--- src/rtl/fetch_stage.sv ---
// Instruction-fetch stage and IF/ID pipeline register.
// Keeps the PC, drives an instruction-memory request/ready handshake and
// presents the fetched word plus PC+4 to decode. Jumps and taken branches
// from decode redirect the PC and turn the IF/ID slot into a bubble.
// A response that arrives while decode is stalled is parked in a one-entry
// skid buffer. A request abandoned by a redirect is drained in DROP.
module fetch_stage #(
  parameter logic [31:0] RESET_PC = 32'h00000000
) (
  input  logic        Clock,
  input  logic        Reset,
  input  logic        Stall,
  input  logic        Jump,
  input  logic        PCFromReg,
  input  logic [31:0] RegTarget,
  input  logic        BranchTaken,
  input  logic [15:0] BranchOffset,
  output logic [31:0] IMemAddr,
  output logic        IMemRE,
  input  logic [31:0] IMemData,
  input  logic        IMemReady,
  output logic [31:0] Instruction,
  output logic [31:0] PCPlus4Out,
  output logic        InstValid
);

  typedef enum logic [1:0] {
    FETCH = 2'd0,
    DROP  = 2'd1,
    HOLD  = 2'd2
  } state_t;

  state_t      stateReg, stateNext;
  logic [31:0] pcReg, pcNext;
  logic [31:0] dropAddrReg, dropAddrNext;
  logic [31:0] skidInstReg, skidInstNext;
  logic [31:0] skidPc4Reg, skidPc4Next;
  logic [31:0] instReg, instNext;
  logic [31:0] pc4Reg, pc4Next;
  logic        validReg, validNext;

  logic        redirect;
  logic [31:0] target;
  logic [31:0] pcPlus4;
  logic [31:0] branchDisp;

  assign redirect   = Jump | BranchTaken;
  assign pcPlus4    = pcReg + 32'd4;
  assign branchDisp = {{14{BranchOffset[15]}}, BranchOffset, 2'b00};

  // Redirect target: register jump, then pseudo-direct jump, then branch.
  always_comb begin
    target = pc4Reg + branchDisp;
    if (Jump && PCFromReg) begin
      target = RegTarget;
    end else if (Jump) begin
      target = {pc4Reg[31:28], instReg[25:0], 2'b00};
    end
  end

  // Next-state and IF/ID update; a redirect always wins over a stall.
  always_comb begin
    stateNext    = stateReg;
    pcNext       = pcReg;
    dropAddrNext = dropAddrReg;
    skidInstNext = skidInstReg;
    skidPc4Next  = skidPc4Reg;
    instNext     = instReg;
    pc4Next      = pc4Reg;
    validNext    = validReg;

    if (redirect) begin
      instNext  = 32'd0;
      validNext = 1'b0;
      pcNext    = target;
    end

    case (stateReg)
      FETCH: begin
        if (IMemReady) begin
          if (redirect) begin
            stateNext = FETCH;
          end else if (Stall) begin
            skidInstNext = IMemData;
            skidPc4Next  = pcPlus4;
            pcNext       = pcPlus4;
            stateNext    = HOLD;
          end else begin
            instNext  = IMemData;
            pc4Next   = pcPlus4;
            validNext = 1'b1;
            pcNext    = pcPlus4;
          end
        end else if (redirect) begin
          // Keep presenting the old address until its response shows up.
          dropAddrNext = pcReg;
          stateNext    = DROP;
        end else if (!Stall) begin
          instNext  = 32'd0;
          validNext = 1'b0;
        end
      end
      DROP: begin
        if (IMemReady) begin
          stateNext = FETCH;
        end
        if (!redirect && !Stall) begin
          instNext  = 32'd0;
          validNext = 1'b0;
        end
      end
      HOLD: begin
        if (redirect) begin
          stateNext = FETCH;
        end else if (!Stall) begin
          instNext  = skidInstReg;
          pc4Next   = skidPc4Reg;
          validNext = 1'b1;
          stateNext = FETCH;
        end
      end
      default: begin
        stateNext = FETCH;
      end
    endcase
  end

  // State, PC, skid buffer and IF/ID register.
  always_ff @(posedge Clock or posedge Reset) begin
    if (Reset) begin
      stateReg    <= FETCH;
      pcReg       <= RESET_PC;
      dropAddrReg <= 32'd0;
      skidInstReg <= 32'd0;
      skidPc4Reg  <= 32'd0;
      instReg     <= 32'd0;
      pc4Reg      <= 32'd0;
      validReg    <= 1'b0;
    end else begin
      stateReg    <= stateNext;
      pcReg       <= pcNext;
      dropAddrReg <= dropAddrNext;
      skidInstReg <= skidInstNext;
      skidPc4Reg  <= skidPc4Next;
      instReg     <= instNext;
      pc4Reg      <= pc4Next;
      validReg    <= validNext;
    end
  end

  assign IMemRE      = (stateReg != HOLD);
  assign IMemAddr    = (stateReg == DROP) ? dropAddrReg : pcReg;
  assign Instruction = instReg;
  assign PCPlus4Out  = pc4Reg;
  assign InstValid   = validReg;

endmodule
--- config.mk ---
export PLATFORM = sky130hd
export DESIGN_NAME = fetch_stage
export DESIGN_NICKNAME = d
export VERILOG_FILES = /design/src/rtl/fetch_stage.sv
export SDC_FILE = /design/constraint.sdc
export NUM_CORES = 1
export LEC_CHECK = 0
export CORE_MARGIN = 1
export CORE_UTILIZATION = 35
export CTS_CLUSTER_DIAMETER = 150
export CTS_CLUSTER_SIZE = 25
export DETAILED_ROUTE_END_ITERATION = 8
export PLACE_DENSITY = 0.67
export SLEW_MARGIN = 20
export SYNTH_ARGS = -nofsm -noshare
export SYNTH_HDL_FRONTEND = slang
export SYNTH_SLANG_ARGS = --single-unit
--- constraint.sdc ---
create_clock -name Clock -period 8.6 [get_ports Clock]
set_input_delay 1.72 -clock Clock [delete_from_list [all_inputs] [get_ports Clock]]
set_output_delay 1.72 -clock Clock [all_outputs]
set_load 0.005 [all_outputs]
After elaboration in Yosys (flattened, before gate mapping)
Index checks and enable logic that the tools add are counted.

Add/sub/neg operators: 2. Equal/unequal tests: 12. Multiplexer cells: 39. Bitwise gates (word level): 3. Reduce and logical (&&, ||, !) cells: 10.

Operators with widths (number): two-way mux 32 bit (21); case mux 32 bit (3 select lines) (1); case mux 32 bit (2 select lines) (1); adder 32 x 3 -> 32 bit, second input constant (1); adder 32 bit (1); two-way mux 2 bit (7); != test 2 bit, second input constant (7); != test 3 bit, second input constant (3); AND reduction 4 bit (2); two-way mux 1 bit (7); case mux 2 bit (3 select lines) (1); AND reduction 6 bit (1); case mux 1 bit (3 select lines) (1); AND reduction 3 bit (1); equality test 2 x 1 -> 1 bit, second input constant (1); equality test 2 bit, second input constant (1); logical AND 1 bit (2); logical NOT 1 bit (2); logical NOT 2 bit (1); NOT 1 bit (2); nonzero test 2 bit (1); bitwise OR 1 bit (1).

Bits in registers: 195. Input bits: 87.

Logic depth before layout (Yosys ltp)
Gate-level depths: netlist of the first run.

Depth in word-level cells: 7. Depth in mapped cells: 10. Depth with buffers taken out: 10.

Least setup slack after synthesis of the first run
No wires, ideal clock.

Path kind: in2reg. Start point: input BranchOffset[0]. End point: register pcReg[26]. Setup time: 0.140 ns. Arrival: 3.829 ns. Data required time: 8.460 ns. Slack: 4.631 ns. Stages: 10. Buffers on the path: 0. Path through: ha_1 > fa_1 > a21o_1 > nand4_1 > nand3_1 > a211o_4 > a21oi_4 > o221ai_2 > a222oi_1 > o211ai_1.

Cells in the longest elaborated chain, start to end: 7.

RTL lines: from (decl) (RTL line 17) `input logic [15:0] BranchOffset,`; adder 32 bit * (RTL line 53) `target = pc4Reg + branchDisp;`; two-way mux 32 bit * (RTL line 56) `end else if (Jump) begin`; two-way mux 32 bit * (RTL line 54) `if (Jump && PCFromReg) begin`; two-way mux 32 bit * (RTL line 72) `if (redirect) begin`; two-way mux 32 bit (RTL line 81) `if (redirect) begin`; two-way mux 32 bit (RTL line 80) `if (IMemReady) begin`; two-way mux 32 bit * (RTL line 78) `case (stateReg)`; named net pcNext[26] (RTL line 34) `logic [31:0] pcReg, pcNext;`; to (signal assigned) (RTL line 141) `pcReg <= pcNext;`; to (decl) (RTL line 34).

Mark *: on every way through the listed nets, which the timed path passes. The rest lies on a longest branch. A chain may end at the register's enable or synchronous reset.

Final worst setup path of the first run
Start point: register stateReg[1]. End point: output IMemRE.

Cells in the longest elaborated chain, start to end: 1.

RTL lines: from (decl) (RTL line 33) `state_t stateReg, stateNext;`; from (signal assigned) (RTL line 140) `stateReg <= stateNext;`; != test 2 bit (RTL line 151) `assign IMemRE = (stateReg != HOLD);`; to (decl) (RTL line 19) `output logic IMemRE,`.

No other way between the ends.

==> results of run 1 <==
[worst paths after layout]
kind | start | end | slack (ns) | cells past startpoint
min in group asynchronous | Reset | skidInstReg[0] | 1.81 | 2
min reg2reg | skidPc4Reg[2] | skidPc4Reg[2] | 0.48 | 2
min | skidPc4Reg[2] | skidPc4Reg[2] | 0.48 | 2
max reg2reg | stateReg[1] | skidPc4Reg[24] | 5.33 | 4
max | stateReg[1] | IMemRE | 3.77 | 4
max in group asynchronous | Reset | skidPc4Reg[21] | 5.53 | 3
[per-layer routing]
layer | track usage (%) | vias to the layer above | part of all wire [%]
met2 | 32.23 | 279 | 44
met3 | 4.790 | 30 | 6.9
met4 | 4.342 | 0 | 1.1
met1 | 29.94 | 4371 | 48
met5 | 0 | - | 0
li1 | - | 4266 | -
[registers in the layout (all words and copies together) (netlist names)]
signal	flops
Instruction	32
PCPlus4Out	32
dropAddrReg	32
pcReg	32
skidInstReg	32
skidPc4Reg	32
stateReg	2
InstValid	1
[power by group through the flow]
stage	Sequential [mW]	Combinational [mW]	Clock (mW)
after detailed placement	1.41	1.32	0
after floorplan	1.32	0.854	0
after global placement	1.39	1.31	0
final	1.39	1.33	0.827
after CTS	1.39	1.33	0.841
after global routing	1.43	1.45	0.881
[area by class of cell]
type / count / area [um2]
fillers: 2944 / 17070
clock inverters: 14 / 171.4
inverters: 12 / 52.55
flip-flops and latches: 195 / 4880
multi-input cells: 819 / 5901
clock buffers: 18 / 439.2
repair buffers: 192 / 1901
well taps: 396 / 495.5
[through the flow]
stage / cells / area (um2)
2_1_floorplan: 1110 / 11130
3_3_place_gp: 1614 / 13220
3_5_place_dp: 1614 / 13220
4_1_cts: 1646 / 13830
5_1_grt: 1646 / 13840
6_report: 1646 / 13840
[cells by family after synthesis]
kind of cell,synth area share [%]
xor+xnor,5.979
compound gates,16.47
flops,43.84
mux,15.47
simple gates,11.19
buf+inv,3.507
fa+ha+maj,3.552
[placed cells by master (no fill, tap or decap), types with 4 or more instances in the layout]
cell type,n
nand3_1,26
nand2b_1,4
dfrtp_1,195
mux2_2,128
xnor2_1,41
nor3_1,13
o22ai_1,30
and3_1,9
o21ai_0,99
a21o_1,16
o21bai_1,5
o221ai_1,4
inv_1,10
nor2_1,46
clkdlybuf4s50_1,183
a22oi_1,34
a21oi_1,51
nor2b_1,7
ha_1,30
mux2i_1,28
nand2_1,123
buf_4,7
clkbuf_16,17
and4_1,4
nand4_1,13
o211ai_1,4
xor2_1,35
a211oi_1,14
o21a_1,5
inv_8,4
[worst min-delay path, delay by kind of cell, from the launching register on]
| kind | cells | cell delay (ns) |
|---|---|---|
| AOI/OAI and AO/OA | 1 | 0.06 |
| DFF | 1 | 0.34 |
| and+or+nand+nor | 1 | 0.05 |
==> out/metrics.csv, run 1 <==
metric,value,unit
maximum net fanout on the critical path,27,
Synth Cell Area,11130,um2
GRT Overall Usage,20.94,%
# hold bufs at CTS,0,
achievable frequency,207.2,MHz
final WL,33270,um
most frequent cell after synthesis,dfrtp_1,
vias in the first global route,8911,
syn_area_per_cell,10.03,um2
dominant cell type by area after synthesis,dfrtp_1,
Clock Latency Late Sink,0.44,ns
pwr/cell area,256.4,nW/um2
Synth cell types,62,
clock buffer depth,2,
drt pass-1 iters,5,
root buffer cell,clkbuf_16,
# diodes,0,
Clk pwr share,23.3,%
worst setup margin,3.774,ns
sequential area share after synthesis,43.84,%
height of the chip,180.3,um
max_slew headroom,26.12,%
fin nets,1355,
CP Data Arrival Time,3.11,ns
"slowest stage delay, CP",0.94,ns
Final Cycle Share,56.11,%
Synth top area share,43.84,%
setup TNS,0,ns
routed len/inst,20.21,um
unrepaired setup endpoints after global routing,no,
H-tree Lvls,4,
Critical Path RT,6.88,ns
Leakage,5.803,nW
family with the most delay on the worst path,buffers and inverters,
Initial Util,36.01,%
Sw Ratio,35.53,%
sw power,1.261,mW
Layout area overhead,24.32,%
Via density,5.435,
1st-iter DRT viols,754,
Ys Warns,0,
Antenna Nets Post-Route,0,
MaxCap Viol Count,0,
Synth area leaders,"dfrtp_1 44%, mux2_2 13%, o21ai_0 4.5%",
number of buffers created by CTS,17,
total power,3.549,mW
max-slew violation count,0,
Gate power share,37.5,%
IO Pins,185,
cell chain of the critical path,clkinv_1 > nor2_4 > inv_1 > clkdlybuf4s50_1,
Post-Synthesis Cells,1110,
kind of critical path,reg -> out,
status,"complete, no violations",
Final Core Density,44.77,%
Hold Path Class,reg -> reg,
largest net degree at the start of global routing,119,
DRC,0,
register share of total power,39.2,%
setup bufs post-CTS,0,
CP max-delay cell,clkinv_1,
IO Port Bufs,184,
fraction of layout cells with a size suffix above 1,15.36,%
Worst VDD drop,0.1144,mV
Post-CTS Resized,0,
clk_skew,0.01634,ns
ys async rst share,100.0,%
crit path time final,4.826,ns
via count,8946,
FP Rows,64,
Die W,180.3,um
Synth top cells by count,"195 x dfrtp_1, 128 x mux2_2, 124 x nand2_1",
CTS tree,built,
post-placement setup slack,3.572,ns
Int Pwr,2.288,mW
"Top FF cell, synth",dfrtp_1,
number of synthesized flops with an enable pin,0,
antenna violations before repair,0,
RD Place Congestion,0.8749,
Syn Nets,1228,
full die area,32520,um2
global-route wire length before repair,53030,um
clk slew on worst S/H paths,0.08,ns
flip-flop and latch count after synthesis,195,
Fin. Hold Viols,0,
core area,30910,um2
final hold slack,0.4798,ns
CP Launch Type,flop,
Post-DP HPWL,23790,um
setup violators final,0,
CTS sink cnt,195,
GRT overflow,0,
Worst-Margin Slew,1.108,ns
crit path buf inv count,3,
Worst setup EP type,output port,
(Power assumes the default switching activity.)
==> inputs of run 2 (changes only) <==
==> constraint.sdc (replaced) <==
create_clock -name Clock -period 4.5 [get_ports Clock]
set_input_delay 0.9 -clock Clock [delete_from_list [all_inputs] [get_ports Clock]]
set_output_delay 0.9 -clock Clock [all_outputs]
set_load 0.005 [all_outputs]
==> out/metrics.csv, run 2 (synthesis gave the netlist of run 1 again) <==
metric,value,unit
status,"complete, no violations",
Storage cell area,4880,um2
final WL,34300,um
setup bufs post-CTS,0,
register share of total power,39.1,%
CP Launch Type,flop,
GRT Overall Usage,21.16,%
crit path time final,3.697,ns
Gate power share,37.4,%
core area,30910,um2
achievable frequency,270.5,MHz
reg2reg end,pcReg[24],
height of the chip,180.3,um
IO Pins,185,
CP Data Arrival Time,2.80,ns
number of buffers created by CTS,17,
Worst VDD drop,0.2552,mV
GRT overflow,0,
Final Cycle Share,82.16,%
setup violators final,0,
Worst Hold Launch,skidPc4Reg[2],
Layout area overhead,25.24,%
max_slew headroom,36.06,%
Initial Util,36.01,%
CP max-delay cell,nor2b_4,
crit path buf inv count,2,
1st-iter DRT viols,581,
Fill cells,2938,
Antenna Nets Post-Route,0,
DRC,0,
fraction of layout cells with a size suffix above 1,16.10,%
clk slew on worst S/H paths,0.08,ns
clk_skew,0.01336,ns
pwr/cell area,488.0,nW/um2
hold depth,2,
kind of critical path,reg -> out,
cell chain of the critical path,nor2b_4 > buf_4 > mux2_2 > clkdlybuf4s50_1,
CTS sink cnt,195,
routed len/inst,20.68,um
antenna violations before repair,1,
fin nets,1366,
maximum net fanout on the critical path,18,
vias in the first global route,9142,
Fin. Hold Viols,0,
worst reg2reg setup slack,1.54,ns
root buffer cell,clkbuf_16,
routing usage on met2,32.28,%
grt met1 use,29.36,%
drt pass-1 iters,5,
Post-CTS Resized,0,
max-slew violation count,0,
largest net degree at the start of global routing,138,
H-tree Lvls,4,
family with the most delay on the worst path,buffers and inverters,
gr busiest metal,met2,
Worst setup EP type,output port,
Sw Ratio,35.76,%
"slowest stage delay, CP",0.61,ns
reg2reg start,PCPlus4Out[2],
sw power,2.433,mW
"leading cell type in the layout, fill and taps excluded",dfrtp_1,
via count,9135,
R2R depth,10,
clock buffer depth,2,
CTS tree,built,
Clk pwr share,23.5,%
met3 Use GR,5.234,%
Clock Latency Late Sink,0.45,ns
full die area,32520,um2
FP Rows,64,
Critical Path RT,3.60,ns
most frequent cells in the layout,"195 x dfrtp_1, 183 x clkdlybuf4s50_1, 128 x mux2_2",
Post-DP HPWL,24680,um
Hold Path Class,reg -> reg,
Worst-Margin Slew,0.9591,ns
Leakage,5.858,nW
Via density,5.510,
area of the multi-input gates,5896,um2
MaxCap Viol Count,0,
Placed Cells incl. Taps,1625,
WHS Endpoint,skidPc4Reg[2],
setup TNS,0,ns
RD Place Congestion,0.9491,
# hold bufs at CTS,0,
Post-Layout Cell Count,1658,
unrepaired setup endpoints after global routing,no,
IO Port Bufs,184,
Die W,180.3,um
global-route wire length before repair,53170,um
Int Pwr,4.371,mW
## run 2: area by class of cell
cell class              count  share of cell area (%)
multi-input cells         819                   42.29
flip-flops and latches    195                   35.00
repair buffers            203                   14.47
well taps                 396                   3.554
clock buffers              17                   3.051
clock inverters            15                   1.274
inverters                  12                  0.3500
diodes                      1                 0.01795
## run 2: how the worst max path moves through the flow
stage,cells past startpoint,from,slack (ns),end
finish,4,stateReg[0],0.80,IMemAddr[28]
global route,4,stateReg[0],0.70,IMemAddr[31]
CTS,4,stateReg[0],0.78,IMemAddr[28]
detailed placement,11,BranchOffset[0],0.65,pcReg[24]
global placement,11,BranchOffset[0],0.65,pcReg[24]
floorplan,1,Reset,1.08,InstValid
## run 2: layer usage
| metal | up-vias | wire length [um] |
|---|---|---|
| li1 | 4292 | - |
| met1 | 4511 | 16070 |
| met2 | 289 | 15170 |
| met3 | 43 | 2285 |
| met4 | 0 | 774 |
| met5 | - | 0 |
## run 2: metrics by stage
step	hold slack [ns]	worst slack (ns)	power, mW	area (um2)	util (%)
after floorplan	0.4447	1.082	4.163	11140	-
after global placement	0.4567	0.6503	5.154	13340	43.15
after detailed placement	0.4662	0.6539	5.215	13340	43.15
after CTS	0.4832	0.7826	6.829	13940	45.10
after global routing	0.5171	0.6973	7.200	13940	45.11
final	0.4814	0.8027	6.804	13940	45.11
## run 2: power groups by stage
| stage | logic [mW] | registers (mW) | clock network (mW) |
|---|---|---|---|
| floorplan | 1.63 | 2.53 | 0 |
| global placement | 2.49 | 2.66 | 0 |
| detailed placement | 2.53 | 2.69 | 0 |
| CTS | 2.54 | 2.66 | 1.63 |
| global route | 2.78 | 2.73 | 1.69 |
| finish | 2.54 | 2.66 | 1.60 |
## run 2: worst register-to-register path: cells and delay by family (launching register included)
kind	cells	cell delay (ns)
compound gates	5	1.37
xor+xnor	1	0.17
fa+ha+maj	2	0.64
flops	1	0.40
simple gates	2	0.26
==> inputs of run 3 (changes only) <==
--- a/config.mk
+++ b/config.mk
@@ -10,7 +10,7 @@
 export CTS_CLUSTER_DIAMETER = 150
 export CTS_CLUSTER_SIZE = 25
 export DETAILED_ROUTE_END_ITERATION = 8
-export PLACE_DENSITY = 0.67
+export PLACE_DENSITY = 0.7
 export SLEW_MARGIN = 20
 export SYNTH_ARGS = -nofsm -noshare
 export SYNTH_HDL_FRONTEND = slang
==> constraint.sdc (replaced) <==
create_clock -name Clock -period 3 [get_ports Clock]
set_input_delay 0.6 -clock Clock [delete_from_list [all_inputs] [get_ports Clock]]
set_output_delay 0.6 -clock Clock [all_outputs]
set_load 0.005 [all_outputs]
==> out/metrics.csv, run 3 (synthesis gave the netlist of run 1 again) <==
metric,value,unit
status,"complete, no violations",
fin nets,1462,
IO Pins,185,
fraction of layout cells with a size suffix above 1,22.18,%
achievable frequency,340.4,MHz
full die area,32520,um2
CP Data Arrival Time,3.24,ns
antenna violations before repair,0,
routed len/inst,20.03,um
Initial Util,36.01,%
via count,9513,
IO Port Bufs,184,
gr busiest metal,met2,
setup TNS,0,ns
CTS sink cnt,195,
# hold bufs at CTS,0,
Placed Cells incl. Taps,1720,
1st-iter DRT viols,838,
post-placement setup slack,-0.4928,ns
CP Launch Type,primary input,
core area,30910,um2
clk slew on worst S/H paths,0.08,ns
# diodes,0,
dpl cell area,14100,um2
setup violators final,0,
vias in the first global route,9810,
drt pass-1 iters,7,
clk_skew,0.01269,ns
crit path time final,2.938,ns
Fin. Hold Viols,0,
root buffer cell,clkbuf_16,
largest net degree at the start of global routing,56,
Final Cycle Share,97.94,%
Fill cells,2858,
"Design Area, Final",14740,um2
Hold Path Class,reg -> reg,
clock buffer depth,2,
Via density,5.427,
Critical Path RT,3.30,ns
Layout area overhead,32.45,%
Post-Layout Cell Count,1753,
pwr/cell area,731.6,nW/um2
grt met1 use,29.84,%
RD Place Congestion,0.9102,
max_slew headroom,33.53,%
"leading cell type in the layout, fill and taps excluded",dfrtp_1,
final WL,35110,um
total power,10.79,mW
worst setup margin,0.06191,ns
met3 Use GR,5.679,%
routing usage on met2,35.24,%
most frequent cells in the layout,"194 x dfrtp_1, 183 x clkdlybuf4s50_1, 128 x mux2_2",
kind of critical path,in -> reg,
GRT Overall Usage,22.11,%
H-tree Lvls,4,
maximum net fanout on the critical path,4,
Clock Latency Late Sink,0.44,ns
Final Core Density,47.70,%
Die W,180.3,um
unrepaired setup endpoints after global routing,no,
Worst-Margin Slew,0.9950,ns
GRT overflow,0,
Worst VDD drop,0.3029,mV
height of the chip,180.3,um
Antenna Nets Post-Route,0,
final hold slack,0.4884,ns
DRC,0,
Post-DP HPWL,25820,um
number of buffers created by CTS,17,
FP Rows,64,
max-slew violation count,0,
CTS tree,built,
Worst setup EP type,flop,
MaxCap Viol Count,0,
Leakage,6.348,nW
global-route wire length before repair,56130,um
-- run 3: cell count changes in the layout (fill, tap and decap cells not counted), sizes merged --
cell and change:
inv -2, diode -1, bufinv +1, clkbuf +1, buf +96
-- run 3: where the power goes --
| group | internal, mW | switching (mW) | leakage, nW | total [mW] |
|---|---|---|---|---|
| Combinational | 2.42 | 1.99 | 3.59 | 4.41 |
| Clock | 1.28 | 1.16 | 0.301 | 2.44 |
| Sequential | 3.37 | 0.570 | 2.45 | 3.94 |
-- run 3: layer usage --
| metal | wire length, um | vias to the layer above | part of all wire, % |
|---|---|---|---|
| li1 | - | 4478 | - |
| met1 | 15810 | 4678 | 45 |
| met2 | 16110 | 323 | 46 |
| met3 | 2666 | 34 | 7.6 |
| met4 | 523 | 0 | 1.5 |
| met5 | 0 | - | 0 |
-- run 3: worst paths after layout --
path	startpoint	slack, ns	cells past startpoint	endpoint
hold reg to reg	skidPc4Reg[4]	0.49	2	skidPc4Reg[4]
min in group asynchronous	Reset	0.55	2	Instruction[0]
max in group asynchronous	Reset	1.75	3	skidPc4Reg[22]
setup / recovery	BranchOffset[0]	0.06	11	pcReg[26]
setup reg to reg	PCPlus4Out[2]	0.25	10	pcReg[26]
hold / removal	skidPc4Reg[4]	0.49	2	skidPc4Reg[4]
-- run 3: timing repair --
action	4_1_cts	5_1_grt
setup endpoints to repair	1	2
resized for setup	3	1
cloned	0	0
pin swaps	4	4
buffers inserted	1	0
-- run 3: worst max-delay path, cell delays in order --
cell and delay, ns:
clkdlybuf4s50_1 0.41, ha_1 0.23, fa_2 0.35, a21o_1 0.20
nand4_1 0.10, nand3_2 0.11, a211o_4 0.36, a21oi_4 0.16
o221ai_4 0.16, a222oi_1 0.38, o211ai_1 0.15
-- run 3: final cells by class --
cell class / count / area (um2) / share of cell area, %
sequential: 195 / 4881 / 33.10
clock buffer: 18 / 429.2 / 2.911
multi-input combinational: 819 / 5914 / 40.11
tap: 396 / 495.5 / 3.360
inverter: 12 / 48.80 / 0.3310
timing repair buffer: 299 / 2788 / 18.91
clock inverter: 14 / 187.7 / 1.273
==> edit 1: new RTL, settings of run 2 <==
Re-encode `state_t` (3 states) as one-hot, 3 bits wide.
--- a/src/rtl/fetch_stage.sv
+++ b/src/rtl/fetch_stage.sv
@@ -25,8 +25,8 @@
 );
 
-  typedef enum logic [1:0] {
-    FETCH = 2'd0,
-    DROP  = 2'd1,
-    HOLD  = 2'd2
+  typedef enum logic [2:0] {
+    FETCH = 3'b001,
+    DROP  = 3'b010,
+    HOLD  = 3'b100
   } state_t;
 
Check against the original RTL: same outputs for any inputs over 4 cycles, from zero or initial values and one cycle with Reset high; so few cycles prove little.
==> edit 1 against run 2 <==
Routed wire length grew 0.41%; design area grew 0.19%; setup slack gained 0.0037 ns; power grew 2.9%; synthesized area grew 0.61%; sequential cell count grew 1; die area grew 0.60%; worst hold slack gained 0.0032 ns.
==> edit 1: results (changes against run 2) <==
- Min-Delay Startpoint: skidPc4Reg[5]$_DFFE_PP0P_
- Detail Placement HPWL: 25100 um (+1.6%)
- Pre-CTS setup slack: 0.420 ns (-0.234 ns)
- Routed length on met2: 15100 um (-0.71%)
- Grt met3 use: 5.81% (+0.57 points)
- Met3 wire length: 2600 um (+14%)
- M2 GR Usage: 32.4% (+0.12 points)
- Vias: 9248 (+1.2%)
- Hold Crit Class: register to register
- CP Capture Point: IMemAddr[11]
- WHS Endpoint: skidPc4Reg[5]$_DFFE_PP0P_
- Global-route wire length before repair: 54500 um (+2.5%)
- Hold_ws: 0.485 ns (+0.00320 ns)
- Placed cell count: 1673 (+3.0%)
- Worst slew pin tran: 1.06 ns (+0.102 ns)
- Final nets: 1408 (+3.1%)
- Largest net degree at the start of global routing: 83 (-40%)
- Area post-placement: 0.0134 mm2 (+0.64%)
- CP max-delay cell: dfrtp_1
- Slowest cell delay on critical path: 0.46 ns (-0.15 ns)
- Tot GR Track Use: 21.5% (+0.37 points)
- Total internal power: 4.45 mW (+1.8%)
- Gpl congestion: 0.906 (-4.6%)
- Synth top cells by count: dfrtp_1 (195), nand2_1 (134), o21ai_0 (122), mux2_2 (117), clkbuf_1 (67)
- CP Max Fanout: 20 (+2)
- Mux cell area share after synthesis: 15.3% (-0.13 points)
- CTS max path bufs: 2 (unchanged)
- CP Launch Point: stateReg[1]$_DFFE_PP0P_
- Outcome: completed
- R2R Setup Slk: 1.35 ns (-0.19 ns)
- Max-slew violations: 0 (unchanged)
- Adder-Cell Fraction of Synth Area: 3.53% (-0.021 points)
- Crit path DAT: 2.79 ns (about the same)
- Share of layout cells above drive strength 1: 13.9% (-2.2 points)
- Max VDD drop: 190 uV (-25%)
- Routed len/inst: 20.2 um (-2.4%)
- Sequential share of the synthesized area: 43.8% (about the same)
- Synth Area in Compound Gates: 15.7% (-0.72 points)
- Post-Syn Nets: 1266 (+3.1%)
- CTS H-tree lvls: 4 (unchanged)
- Main synth FF type: dfrtp_1
- Setup Skew: 0.00945 ns (-0.00391 ns)
- Met1 wire length: 16300 um (+1.1%)
- Lkg Pwr: 6.00 nW (+2.4%)
- R2r endpoint: pcReg[30]$_DFF_PP0_
- Synth top area cells: dfrtp_1 (44%), mux2_2 (12%), o21ai_0 (5.5%)
- Global routing usage on met1: 30.4% (+1.0 points)
- Total Wirelength: 34400 um (+0.41%)
- 1st-iter DRT viols: 692 (+19%)
- Reg2reg path depth: 9 (-1)
edit 1: changes by cell type in the layout (fill, tap and decap cells not counted), moves of 9 or more:
cell	run 2	this run
a21oi_1	51	61
and3_1	9	18
mux2_2	128	117
mux2i_1	28	40
nand2_1	123	133
nand3_1	26	35
nor2_1	46	64
o21ai_0	99	122
o22ai_1	30	0
edit 1: final cells by class:
cell class / instances / area, um2
inverter: 11 / 45.0
fill: 3014 / 17600
clock inverter: 13 / 101
antenna: 1 / 2.50
timing repair buffer: 200 / 1980
multi-input combinational: 864 / 5990
sequential: 196 / 4910
tap: 402 / 503
clock buffer: 19 / 443
edit 1: power by group through the flow:
stage               clock, mW  sequential (mW)  combinational (mW)
floorplan                   0             2.64                1.75
global placement            0             2.80                2.66
detailed placement          0             2.83                2.70
CTS                      1.50             2.80                2.72
global route             1.57             2.88                3.00
finish                   1.47             2.80                2.72
==> edit 2: new RTL, flow settings as in run 2 <==
Without the edit above. Take the reset off `dropAddrReg`, `skidInstReg` and `instReg` and load them in a clocked block of their own.
--- a/src/rtl/fetch_stage.sv
+++ b/src/rtl/fetch_stage.sv
@@ -131,8 +131,5 @@
       stateReg    <= FETCH;
       pcReg       <= RESET_PC;
-      dropAddrReg <= 32'd0;
-      skidInstReg <= 32'd0;
       skidPc4Reg  <= 32'd0;
-      instReg     <= 32'd0;
       pc4Reg      <= 32'd0;
       validReg    <= 1'b0;
@@ -140,11 +137,14 @@
       stateReg    <= stateNext;
       pcReg       <= pcNext;
-      dropAddrReg <= dropAddrNext;
-      skidInstReg <= skidInstNext;
       skidPc4Reg  <= skidPc4Next;
-      instReg     <= instNext;
       pc4Reg      <= pc4Next;
       validReg    <= validNext;
     end
+  end
+
+  always_ff @(posedge Clock) begin
+    dropAddrReg <= dropAddrNext;
+    skidInstReg <= skidInstNext;
+    instReg     <= instNext;
   end
 
Formal check against the unedited RTL: not equivalent (Yosys sat finds a counterexample within 4 cycles, from zero or initial values and one cycle with Reset high).
==> edit 2 against run 2 <==
Sequential cell count stayed put; power is 13% lower; cell count is 1.4% lower; setup slack better by 0.26 ns; register-to-register slack better by 0.23 ns; design area is 3.5% lower; routed wire length is 6.0% lower; synthesized area is 4.7% lower; global-route usage is 0.063 points lower; critical path type unchanged; largest cell class unchanged; highest routed layer unchanged.
==> edit 2: results (changes against run 2) <==
- Mean Syn Cell Area: 9.86 um2 (-1.7%)
- 1st-iter DRT viols: 520 (-10%)
- Vias in the first global route: 8514 (-6.9%)
- Met1 wire length: 15600 um (-3.1%)
- Post-route non-filler standard cell count: 1634 (-1.4%)
- Relative slew slack: 42.2% (+6.1 points)
- Largest net degree at the start of global routing: 51 (-63%)
- EDFF count, synth: 64 (+64)
- Min-Delay Startpoint: Instruction[31]$_DFF_P_
- R2r endpoint: PCPlus4Out[20]$_DFFE_PP0P_
- Final nets: 1349 (-1.2%)
- Net Sw Frac: 35.4% (-0.40 points)
- Total internal power: 3.84 mW (-12%)
- Outcome: completed
- Area post-placement: 0.0128 mm2 (-3.7%)
- Min Tclk post-route: 3.44 ns (-0.262 ns)
- M2 GR Usage: 30.3% (-1.9 points)
- Synth async-reset ratio: 50.8% (-49 points)
- CP Max Fanout: 31 (+13)
- Gpl congestion: 0.837 (-12%)
- Total of fill cells in the finished design: 2799 (-4.7%)
- Post-Syn Nets: 1194 (-2.8%)
- Crit path DAT: 2.54 ns (-0.26 ns)
- Reg2reg path depth: 7 (-3)
- Comb power frac: 32.7% (-4.7 points)
- Slowest cell delay on critical path: 0.56 ns (-0.05 ns)
- R2R Setup Slk: 1.77 ns (+0.23 ns)
- Synth top area cells: dfrtp_1 (23%), edfxtp_1 (18%), mux2_2 (6.3%)
- Area occupied by multi-input gates: 0.00526 mm2 (-11%)
- CP Capture Point: IMemAddr[19]
- Sequential share of the synthesized area: 47.5% (+3.7 points)
- Via density: 5.44 (-1.3%)
- Detail Placement HPWL: 23700 um (-3.8%)
- CP max-delay cell: dfrtp_1
- Routed len/inst: 19.7 um (-4.6%)
- N_diodes: 0 (-1)
- Tot GR Track Use: 21.1% (-0.063 points)
- Pre-CTS setup slack: 0.870 ns (+0.216 ns)
- Max VDD drop: 279 uV (+9.2%)
==> edit 2: cell types whose count changed after synthesis, sizes merged, moves of 5 or more <==
| cell | change |
|---|---|
| dfrtp | -96 |
| mux2 | -69 |
| edfxtp | +64 |
| nand2 | +39 |
| dfxtp | +32 |
| o21ai | +14 |
| o22ai | -11 |
| a21o | -9 |
| buf | -8 |
| clkbuf | -7 |
| xor2 | -7 |
| nor2b | -6 |
| or3 | +5 |
==> edit 2: final cells by class <==
type	instances	share of cell area, %
Multi-Input combinational cell	797	39.1
Timing Repair Buffer	205	14.9
Clock inverter	15	1.39
Tap cell	390	3.63
Clock buffer	17	3.16
Inverter	15	0.437
Sequential cell	195	37.4
==> edit 2: kinds of logic after synthesis <==
group / synth area share, %
AOI/OAI and AO/OA: 16.9
xor gates and xnor gates: 5.94
adders and majority gates: 3.73
buffers and inverters: 3.27
DFF: 47.5
muxes: 9.19
and+or+nand+nor: 13.4
